**src/rtl/vga_timing_pattern_gen.sv**
```systemverilog
// Parametrised video timing generator with DE/HSYNC/VSYNC and RGB test patterns.
// Optional red border on the active area is enabled by defining VGA_BORDER_EN.
module vga_timing_pattern_gen #(
    parameter int   H_ACTIVE = 1280,
    parameter int   H_FP     = 110,
    parameter int   H_SYNC   = 40,
    parameter int   H_BP     = 220,
    parameter int   V_ACTIVE = 720,
    parameter int   V_FP     = 5,
    parameter int   V_SYNC   = 5,
    parameter int   V_BP     = 20,
    parameter logic HS_POL   = 1'b1,
    parameter logic VS_POL   = 1'b1,
    parameter int   COLOR_W  = 8
) (
    input  logic               clk,
    input  logic               rst,
    input  logic               en,
    input  logic [1:0]         mode,
    output logic [COLOR_W-1:0] r,
    output logic [COLOR_W-1:0] g,
    output logic [COLOR_W-1:0] b,
    output logic               de,
    output logic               hsync,
    output logic               vsync,
    output logic               frame_start
);

    localparam int H_TOTAL = H_ACTIVE + H_FP + H_SYNC + H_BP;
    localparam int V_TOTAL = V_ACTIVE + V_FP + V_SYNC + V_BP;
    localparam int H_W     = $clog2(H_TOTAL);
    localparam int V_W     = $clog2(V_TOTAL);
    localparam int BAR_W   = H_ACTIVE / 8;

    localparam logic [H_W-1:0]     H_LAST = H_W'(H_TOTAL - 1);
    localparam logic [V_W-1:0]     V_LAST = V_W'(V_TOTAL - 1);
    localparam logic [COLOR_W-1:0] C_MAX  = '1;

    logic [H_W-1:0]     h_cnt_q, h_cnt_d;
    logic [V_W-1:0]     v_cnt_q, v_cnt_d;
    logic               valid_q, valid_d;
    logic [1:0]         mode_q, mode_d;
    logic               de_q, de_d;
    logic               hsync_q, hsync_d;
    logic               vsync_q, vsync_d;
    logic               fs_q, fs_d;
    logic [COLOR_W-1:0] r_q, r_d;
    logic [COLOR_W-1:0] g_q, g_d;
    logic [COLOR_W-1:0] b_q, b_d;

    logic [31:0]        h_ext;
    logic [31:0]        v_ext;
    logic               at_origin;
    logic               active;
    logic               h_in_sync;
    logic               v_in_sync;
    logic [1:0]         mode_eff;
    logic [2:0]         bar_idx;
    logic [COLOR_W-1:0] pat_r, pat_g, pat_b;

    assign h_ext     = 32'(h_cnt_q);
    assign v_ext     = 32'(v_cnt_q);
    assign at_origin = (h_cnt_q == '0) && (v_cnt_q == '0);
    assign active    = (h_ext < 32'(H_ACTIVE)) && (v_ext < 32'(V_ACTIVE));
    assign h_in_sync = (h_ext >= 32'(H_ACTIVE + H_FP)) && (h_ext < 32'(H_ACTIVE + H_FP + H_SYNC));
    assign v_in_sync = (v_ext >= 32'(V_ACTIVE + V_FP)) && (v_ext < 32'(V_ACTIVE + V_FP + V_SYNC));

    // The first pixel of a frame already uses the mode being latched on that clock.
    assign mode_eff  = (en && at_origin) ? mode : mode_q;

    // NOTE: every variable written here gets a default first, so no latch is inferred.
    always_comb begin
        pat_r   = '0;
        pat_g   = '0;
        pat_b   = '0;
        bar_idx = 3'd7;
        case (mode_eff)
            2'd0: begin
                // Descending scan leaves the lowest matching bar; pixels past 8 bars stay black.
                for (int i = 7; i >= 0; i--) begin
                    if (h_ext < 32'((i + 1) * BAR_W)) bar_idx = 3'(i);
                end
                pat_r = {COLOR_W{~bar_idx[1]}};
                pat_g = {COLOR_W{~bar_idx[2]}};
                pat_b = {COLOR_W{~bar_idx[0]}};
            end
            2'd1: begin
                pat_r = h_ext[COLOR_W-1:0];
                pat_g = h_ext[COLOR_W-1:0];
                pat_b = h_ext[COLOR_W-1:0];
            end
            2'd2: begin
                if (h_ext[5] ^ v_ext[5]) begin
                    pat_r = C_MAX;
                    pat_g = C_MAX;
                    pat_b = C_MAX;
                end
            end
            2'd3: begin
                pat_r = C_MAX;
                pat_g = C_MAX;
                pat_b = C_MAX;
            end
        endcase
`ifdef VGA_BORDER_EN
        if ((h_ext == 32'd0) || (h_ext == 32'(H_ACTIVE - 1)) ||
            (v_ext == 32'd0) || (v_ext == 32'(V_ACTIVE - 1))) begin
            pat_r = C_MAX;
            pat_g = '0;
            pat_b = '0;
        end
`endif
    end

    always_comb begin
        h_cnt_d = h_cnt_q;
        v_cnt_d = v_cnt_q;
        valid_d = valid_q;
        mode_d  = mode_q;
        de_d    = 1'b0;
        hsync_d = ~HS_POL;
        vsync_d = ~VS_POL;
        fs_d    = 1'b0;
        r_d     = '0;
        g_d     = '0;
        b_d     = '0;
        if (en) begin
            if (at_origin) mode_d = mode;
            // The first enabled clock after reset only primes the pipeline at (0,0).
            valid_d = 1'b1;
            if (valid_q) begin
                if (h_cnt_q == H_LAST) begin
                    h_cnt_d = '0;
                    v_cnt_d = (v_cnt_q == V_LAST) ? '0 : v_cnt_q + 1'b1;
                end else begin
                    h_cnt_d = h_cnt_q + 1'b1;
                end
                de_d    = active;
                fs_d    = at_origin;
                hsync_d = h_in_sync ? HS_POL : ~HS_POL;
                vsync_d = v_in_sync ? VS_POL : ~VS_POL;
                if (active) begin
                    r_d = pat_r;
                    g_d = pat_g;
                    b_d = pat_b;
                end
            end
        end
    end

    // NOTE: sequential state uses non-blocking assignments so all flops update together.
    always_ff @(posedge clk or posedge rst) begin
        if (rst) begin
            h_cnt_q <= '0;
            v_cnt_q <= '0;
            valid_q <= 1'b0;
            mode_q  <= 2'd0;
            de_q    <= 1'b0;
            hsync_q <= ~HS_POL;
            vsync_q <= ~VS_POL;
            fs_q    <= 1'b0;
            r_q     <= '0;
            g_q     <= '0;
            b_q     <= '0;
        end else begin
            h_cnt_q <= h_cnt_d;
            v_cnt_q <= v_cnt_d;
            valid_q <= valid_d;
            mode_q  <= mode_d;
            de_q    <= de_d;
            hsync_q <= hsync_d;
            vsync_q <= vsync_d;
            fs_q    <= fs_d;
            r_q     <= r_d;
            g_q     <= g_d;
            b_q     <= b_d;
        end
    end

    assign r           = r_q;
    assign g           = g_q;
    assign b           = b_q;
    assign de          = de_q;
    assign hsync       = hsync_q;
    assign vsync       = vsync_q;
    assign frame_start = fs_q;

endmodule
```
**config.mk**
```make
export PLATFORM = sky130hd
export DESIGN_NAME = vga_timing_pattern_gen
export DESIGN_NICKNAME = d
export VERILOG_FILES = /design/src/rtl/vga_timing_pattern_gen.sv
export SDC_FILE = /design/constraint.sdc
export NUM_CORES = 1
export LEC_CHECK = 0
export BUFFER_PORTS_ARGS = -buffer_cell sky130_fd_sc_hd__buf_2
export CORE_UTILIZATION = 25
export CTS_CLUSTER_SIZE = 12
export DETAILED_ROUTE_END_ITERATION = 10
export PLACE_DENSITY = 0.53
export SETUP_SLACK_MARGIN = 0.15
export SYNTH_ARGS = -nofsm -noshare
export SYNTH_HDL_FRONTEND = slang
export SYNTH_SLANG_ARGS = --single-unit
export TNS_END_PERCENT = 10
```
**constraint.sdc**
```tcl
create_clock -name clk -period 2.17 [get_ports clk]
set_clock_uncertainty 0.15 [all_clocks]
set_input_delay 0.3255 -clock clk [delete_from_list [all_inputs] [get_ports clk]]
set_output_delay 0.3255 -clock clk [all_outputs]
set_load 0.1 [all_outputs]
```
==> metrics, run 1 <==
hold_ws 0.147 ns; post-synthesis sequential area ratio 48.3%; core area 0.0104 mm²; CP Capture Type register; VDD IR-drop max 285 µV; Power Density around 670 mW/mm²; crit start category register; placed inst area between 0.003 and 0.004 mm²; first-pass GRT wire length approximately 11000 µm; Pleak around 1.6 nW; drt initial violations approximately 140; footprint of the multi-input gates between 0.001 and 0.0015 mm²; Crit Path Max Fanout 7; Die W between 100 and 150 µm; clk sinks 52; max-cap violation count 0; Max Freq 427 MHz; worst-margin pin slew approximately 0.6 ns; Via density 4.81; design area 0.00361 mm²; CTS tree built; pre-CTS setup slack -0.206 ns; Final Hold Viols 0; crit path time final about 2.3 ns; DR pass1 iterations 4; Async SR Flop Fraction 100%; dpl hpwl 4670 µm; Clock Pin Slew Worst Setup and Hold Paths 0.10 ns; Syn Nets between 200 and 300; Final Slew Violations 0; number of vias in the routed layout 2301; Layout area overhead 34.2%; Net Sw Power a little under 900 µW; placed cells ~460; initial antenna violation count 0; clk buf depth 2; EDFF count, synth 0; clock network fraction of total power between 20% and 30%; Storage cell area about 0.0013 mm²; Worst Slack Setup Final -0.173 ns; failing checks negative setup slack; DRC Markers 0; Synth Flop Type dfrtp_1; Rel. slew slack roughly three fifths; Finished Layout Cells 478; GPL Wtd Cong ~0.82; die area around 0.011 mm²; status finished with violations; mapped cell area 0.00269 mm²; critical path arrival around 2.4 ns; fin nets 353; Distinct cells, synth 47; CP required approximately 2.2 ns; # rows 37; num ports 33; Post-DRT Antenna Nets 0; TNS Setup -3.20 ns; clock root buffer clkbuf_8; most frequent cells in the layout dfrtp_1 (52), buf_4 (40), buf_2 (32); vias in the first global route between 2000 and 2500; cells after synthesis between 200 and 300; fin util between 30% and 40%; PortBufs 32; critical path class register to register; final WL about 6600 µm; diode count 0; final period utilization 108%; cell-internal power 1.53 mW; final setup vio count 27; routed length per placed instance ~14 µm; Yosys reg bits 52; layout cells sized above 1 ~36%; Avg Cell Area, Syn about 10 µm²; DIE HEIGHT 106 µm; Hold Path Class input port to register; Design Power ~2.4 mW; Num CTS Buffers 5; Logic pwr share 31.5%; Total GRT Usage ~13%; RSZ-0062 raised after global routing yes; number of fill cells roughly 1100; initial core utilization about a quarter; largest net degree at the start of global routing 33; sequential share of power a little over two fifths; grt total ovfl 0; Skew-Pair Late Insertion Delay around 0.31 ns; Sw Share between 30% and 40%; # H-tree levels 2; synth warn 0; most common cell after layout, fill and taps aside dfrtp_1
==> layer usage <==
metal	vias to the layer above	routed length [µm]	track usage (%)
met5	-	0	0
met4	0	24	2.38
met3	2	238	2.47
met2	40	3170	20.8
met1	1139	3200	17.0
li1	1120	-	-
==> synth_stat cells, types with 3 or more instances <==
master	number	area share, %
nand4_1	7	1.6
o21ai_0	25	4.6
clkbuf_1	14	2.0
buf_2	4	0.74
ha_1	7	3.3
nor3_2	3	1.1
nand3_1	6	1.1
xnor2_1	6	2.0
a211oi_1	3	0.84
nand3b_1	4	1.1
a31oi_1	6	1.4
inv_1	8	1.1
o211a_1	21	7.8
a21oi_1	6	1.1
and3_1	3	0.70
nand2_1	26	3.6
nor2_1	14	2.0
nor2b_1	6	1.4
dfrtp_1	52	48
nor3_1	9	1.7
==> kinds of logic (layout without fill, tap and decap cells) <==
family,Yosys count,count (layout),share of synthesized area [%]
compound gates,73,73,19.4
xor+xnor,7,7,2.28
fa+ha+maj,7,7,3.25
buf+inv,27,101,3.95
flops,52,52,48.3
mux,4,4,1.58
simple gates,98,98,21.2
==> final timing paths <==
path | end | from | slack [ns] | cells after the start
max reg2reg | r[7] | v_cnt_q[0] | -0.17 | 9
min in group asynchronous | h_cnt_q[0] | rst | 0.43 | 3
min reg2reg | valid_q | valid_q | 0.42 | 1
max | r[7] | v_cnt_q[0] | -0.17 | 9
max in group asynchronous | g[6] | rst | 0.91 | 4
min | mode_q[0] | mode[0] | 0.15 | 2
==> worst max-delay path, stage by stage (launching register included) <==
cell and delay [ns]:
dfrtp_1 0.40, inv_2 0.07, ha_1 0.13, or4bb_4 0.46, or3_4 0.38, buf_6 0.13, nor3_4 0.14, buf_12 0.14
nor3_4 0.06, o211a_1 0.18
==> flip-flops by register name, indices dropped and copies added, names as in the netlist <==
register     count
h_cnt_q         11
v_cnt_q         10
b                8
g                8
r                8
mode_q           2
de               1
frame_start      1
hsync            1
valid_q          1
vsync            1
==> area by class of cell <==
cell class | count | area share, %
multi-input combinational | 189 | 38.3
sequential | 52 | 36.0
timing repair buffer | 85 | 17.5
tap | 136 | 4.71
clock buffer | 5 | 1.90
inverter | 8 | 0.831
clock inverter | 3 | 0.796
==> repair_timing <==
action	4_1_cts	5_1_grt
setup endpoints to repair	40	43
hold buffers	1	0
gates resized for setup	20	20
setup buffers	13	1
pin swaps	31	12
hold endpoints to repair	20	0
==> power by group through the flow <==
stage	Sequential, mW	Combinational, mW	Clock, mW
6_report	1.06	0.761	0.597
5_1_grt	1.07	0.824	0.672
4_1_cts	1.06	0.742	0.631
3_5_place_dp	1.08	0.712	0
3_3_place_gp	1.08	0.709	0
2_1_floorplan	1.26	0.300	0
No activity file was read; power rests on OpenSTA's default activity.
==> inputs of run 2 (changes only) <==
--- a/config.mk
+++ b/config.mk
@@ -10,6 +10,7 @@
 export CTS_CLUSTER_SIZE = 12
 export DETAILED_ROUTE_END_ITERATION = 10
 export PLACE_DENSITY = 0.53
+export REMOVE_ABC_BUFFERS = 1
 export SETUP_SLACK_MARGIN = 0.15
 export SYNTH_ARGS = -nofsm -noshare
 export SYNTH_HDL_FRONTEND = slang
==> metrics, run 2 (same netlist as run 1, synthesis figures left out) <==
status finished with violations; failing checks negative setup slack; Final Slew Violations 0; RSZ-0062 raised after global routing yes; critical path class register to register; TNS Setup -3.72 ns; clock root buffer clkbuf_8; clk buf depth 2; Pleak 1.60 nW; core area between 0.01 and 0.015 mm²; critical path arrival 2.43 ns; grt total ovfl 0; final WL about 6800 µm; number of vias in the routed layout roughly 2300; die area approximately 0.011 mm²; top flop regs h_cnt_q (11), v_cnt_q (10); DRC Markers 0; number of fill cells about 1100; Num CTS Buffers 5; final setup vio count 26; Final Hold Viols 0; routed length per placed instance around 15 µm; initial core utilization ~26%; Register-to-Register Path Depth 9; Design Power approximately 2.4 mW; design area 0.00355 mm²; GR Util met2 about 22%; Die W between 100 and 150 µm; Via density just under 5; VDD IR-drop max between 300 and 400 µV; final period utilization 109%; layout cells sized above 1 34.3%; vias in the first global route 2320; largest net degree at the start of global routing 53; Clock Pin Slew Worst Setup and Hold Paths 0.11 ns; worst-margin pin slew 0.544 ns; fin nets ~340; most common cell after layout, fill and taps aside dfrtp_1; crit path time final approximately 2.4 ns; Storage cell area roughly 0.0013 mm²; GPL Wtd Cong a little over 0.8; Rel. slew slack around 64%; # H-tree levels 2; Skew-Pair Late Insertion Delay about 0.32 ns; M3 GR Usage ~2.5%; first-pass GRT wire length 11600 µm; Total GRT Usage 12.9%; Finished Layout Cells 468; hold depth 2; footprint of the multi-input gates 0.00141 mm²; max reg flops 11; most frequent cells in the layout dfrtp_1 (52), buf_4 (35), buf_2 (32); max-cap violation count 0; Hold Path Class input port to register; placed inst area between 0.003 and 0.004 mm²; Crit Path Max Fanout 7; dpl hpwl 4580 µm; Post-DRT Antenna Nets 0; drt initial violations 96; Layout area overhead 31.8%; crit start category register; CTS tree built; DIE HEIGHT approximately 110 µm; diode count 0; placed cells 454; CP Capture Type register; Max Freq roughly 420 MHz; CP required between 2 and 2.5 ns; # rows 37; Worst Slack Setup Final -0.199 ns; global route hottest layer met2; clk sinks between 50 and 60; Top reg by flops h_cnt_q; initial antenna violation count 0; num ports 33; pre-CTS setup slack -0.303 ns; PortBufs 32; GR Util met1 16.6%; Power Density between 600 and 700 mW/mm²; DR pass1 iterations 4
==> run 2: changes by cell type in the layout (fill, tap and decap cells not counted), sizes merged <==
| cell | previous run | this run |
|---|---|---|
| buf | 84 | 74 |
==> run 2: layout make-up <==
class	instances	area share [%]
Tap cell	136	4.80
Multi-Input combinational cell	189	39.8
Inverter	8	0.846
Clock inverter	3	0.811
Timing Repair Buffer	75	15.2
Sequential cell	52	36.7
Clock buffer	5	1.94
==> run 2: final timing paths <==
| path | slack [ns] | startpoint | end |
|---|---|---|---|
| max | -0.20 | v_cnt_q[0] | g[6] |
| min | 0.14 | mode[1] | mode_q[1] |
| max reg2reg | -0.20 | v_cnt_q[0] | g[6] |
| min reg2reg | 0.42 | v_cnt_q[9] | v_cnt_q[9] |
| max in group asynchronous | 1.19 | rst | hsync |
| min in group asynchronous | 0.44 | rst | v_cnt_q[0] |
==> run 2: worst max-delay path, cell delays in order (launching register included) <==
cell and delay (ns):
dfrtp_1 0.41, inv_2 0.08, ha_4 0.11, or4bb_4 0.47, or3_4 0.39, nor3_4 0.21, buf_12 0.14, nor3_4 0.04
buf_6 0.15, o211a_1 0.11
==> run 2: power breakdown <==
group / internal, mW / switching [mW]
Sequential: 1.03 / 0.0297
Clock: 0.245 / 0.374
Combinational: 0.235 / 0.525
Total: 1.51 / 0.928
==> run 2: repair_timing <==
item | in CTS | in global routing
endpoints found under the setup margin | 41 | 38
pin swaps | 15 | 13
cloned | 0 | 0
setup buffers | 4 | 1
gates resized for setup | 18 | 26
endpoints found under the hold margin | 52 | 0
hold buffers | 1 | 0
==> run 2: through the flow <==
stage	hold WS, ns	util, %
final	0.141	34.2
after global routing	0.131	34.2
after CTS	0.132	33.4
after detailed placement	0.249	31.3
after global placement	0.242	31.3
after floorplan	0.285	-
==> run 2: layer usage <==
| layer | wire (µm) | vias up |
|---|---|---|
| met5 | 0 | - |
| met4 | 76 | 0 |
| met3 | 225 | 9 |
| met2 | 3340 | 36 |
| met1 | 3160 | 1140 |
| li1 | - | 1097 |
==> inputs of run 3 (changes only) <==
--- a/config.mk
+++ b/config.mk
@@ -12,6 +12,7 @@
 export PLACE_DENSITY = 0.53
 export REMOVE_ABC_BUFFERS = 1
 export SETUP_SLACK_MARGIN = 0.15
+export SKIP_LAST_GASP = 1
 export SYNTH_ARGS = -nofsm -noshare
 export SYNTH_HDL_FRONTEND = slang
 export SYNTH_SLANG_ARGS = --single-unit
==> constraint.sdc (replaced) <==
create_clock -name clk -period 2.17 [get_ports clk]
set_clock_uncertainty 0.15 [all_clocks]
set_input_delay 0.3255 -clock clk [delete_from_list [all_inputs] [get_ports clk]]
set_output_delay 0.3255 -clock clk [all_outputs]
set_load 0.005 [all_outputs]
==> metrics, run 3 (same netlist as run 1, synthesis figures left out) <==
Rel. slew slack a little under two thirds; CP cell instances inv_2 > ha_4 > or4bb_4 > buf_4 > nor3_4 > nand2_2 > mux2i_4 > clkbuf_16 > o211a_1; CTS tree built; number of vias in the routed layout 2253; CP max stage delay 0.48 ns; Finished Layout Cells about 470; Post-DRT Antenna Nets 0; initial antenna violation count 0; die area 0.0112 mm²; Final Slew Violations 0; diode count 0; Register-to-Register Path Depth 9; worst-margin pin slew roughly 0.54 ns; critical path arrival 2.50 ns; placed inst area 0.00325 mm²; crit path time final around 2.4 ns; most frequent cells in the layout dfrtp_1 (52), buf_4 (39), buf_2 (32); Top reg by flops h_cnt_q; critical path class register to register; design area 0.00354 mm²; Hold Path Sink mode_q[1]; footprint of the multi-input gates 0.00136 mm²; number of fill cells ~1100; max-cap violation count 0; max reg flops 11; clk sinks 52; Die W around 110 µm; DRC Markers 0; global route hottest layer met2; Clock Pin Slew Worst Setup and Hold Paths about 0.11 ns; largest net degree at the start of global routing 53; layout cells sized above 1 about a third; top flop regs h_cnt_q (11), v_cnt_q (10); clk buf depth 2; core area approximately 0.010 mm²; most common cell after layout, fill and taps aside dfrtp_1; Power Density 625 mW/mm²; Critical R2R Launch v_cnt_q[1]; Worst Slack Setup Final -0.220 ns; DR pass1 iterations 4; clock root buffer clkbuf_8; Crit Path Max Fanout 10; Skew-Pair Late Insertion Delay 0.31 ns; Worst path slowest cell or4bb_4; CP Capture Type register; M3 GR Usage around 2.5%; Total GRT Usage around 13%; Via density between 4 and 5; grt total ovfl 0; crit start category register; fin nets 346; Worst R2R End g[1]; drt initial violations around 70; Final Hold Viols 0; hold depth 2; Hold Path Origin mode[1]; Layout area overhead 31.4%; DIE HEIGHT roughly 110 µm; routed length per placed instance approximately 14 µm; CP required ~2.3 ns; PortBufs 32; Pleak about 1.6 nW; # H-tree levels 2; status finished with violations; num ports 33; # rows 37; vias in the first global route 2298; failing checks negative setup slack; GPL Wtd Cong between 0.8 and 0.9; Worst Path Buf+Inv 3; RSZ-0062 raised after global routing yes; Max Freq around 420 MHz; final setup vio count 30; first-pass GRT wire length around 12000 µm; final period utilization 110%; final WL between 6000 and 7000 µm; GR Util met1 roughly 17%; dpl hpwl 4580 µm; VDD IR-drop max 285 µV; initial core utilization between 20% and 30%; Hold Path Class input port to register; Storage cell area roughly 0.0013 mm²; R2R Setup Slk -0.22 ns; Num CTS Buffers 5; placed cells 454; GR Util met2 22.0%; Top delay family on crit path simple AND/OR/NAND/NOR gates
## run 3: layout make-up
| type | count | share of cell area [%] |
|---|---|---|
| Clock buffer | 5 | 1.94 |
| Clock inverter | 3 | 0.813 |
| Tap cell | 136 | 4.81 |
| Timing Repair Buffer | 78 | 16.5 |
| Sequential cell | 52 | 36.8 |
| Inverter | 8 | 0.849 |
| Multi-Input combinational cell | 189 | 38.3 |
## run 3: what timing repair did
item                                    in CTS  in global routing
resized for setup                            9                  7
endpoints found under the setup margin      41                 41
pin swaps                                    5                  3
setup buffers                                4                  2
hold buffers                                 1                  0
gates cloned                                 0                  2
hold endpoints to repair                    52                  0
## run 3: report_power, final
group / total [mW] / switching, mW / internal (mW)
registers: 1.06 / 0.0291 / 1.03
clock network: 0.611 / 0.367 / 0.245
logic: 0.536 / 0.315 / 0.222
total: 2.21 / 0.711 / 1.50
## run 3: worst max-delay path by stage
stage,start,to,cells after the start
after CTS,v_cnt_q[1],g[1],9
after global routing,v_cnt_q[1],r[5],8
final,v_cnt_q[1],g[1],9
after global placement,v_cnt_q[0],g[6],7
after floorplan,v_cnt_q[1],b[0],7
after detailed placement,v_cnt_q[0],g[1],7
## run 3: routing by layer
layer,routed length (µm),vias to the layer above
li1,-,1100
met1,3120,1106
met2,3320,39
met3,224,8
met4,63,0
met5,0,-
## run 3: metrics by stage
step / setup slack, ns / total power [mW] / setup TNS [ns] / utilization, % / hold slack, ns
global route: -0.297 / 2.35 / -8.28 / 34.1 / 0.130
global placement: -0.248 / 1.60 / -5.98 / 31.3 / 0.242
floorplan: -0.532 / 1.36 / -11.98 / - / 0.285
CTS: -0.210 / 2.23 / -4.02 / 33.2 / 0.132
finish: -0.220 / 2.21 / -4.90 / 34.1 / 0.141
detailed placement: -0.303 / 1.61 / -6.44 / 31.3 / 0.249
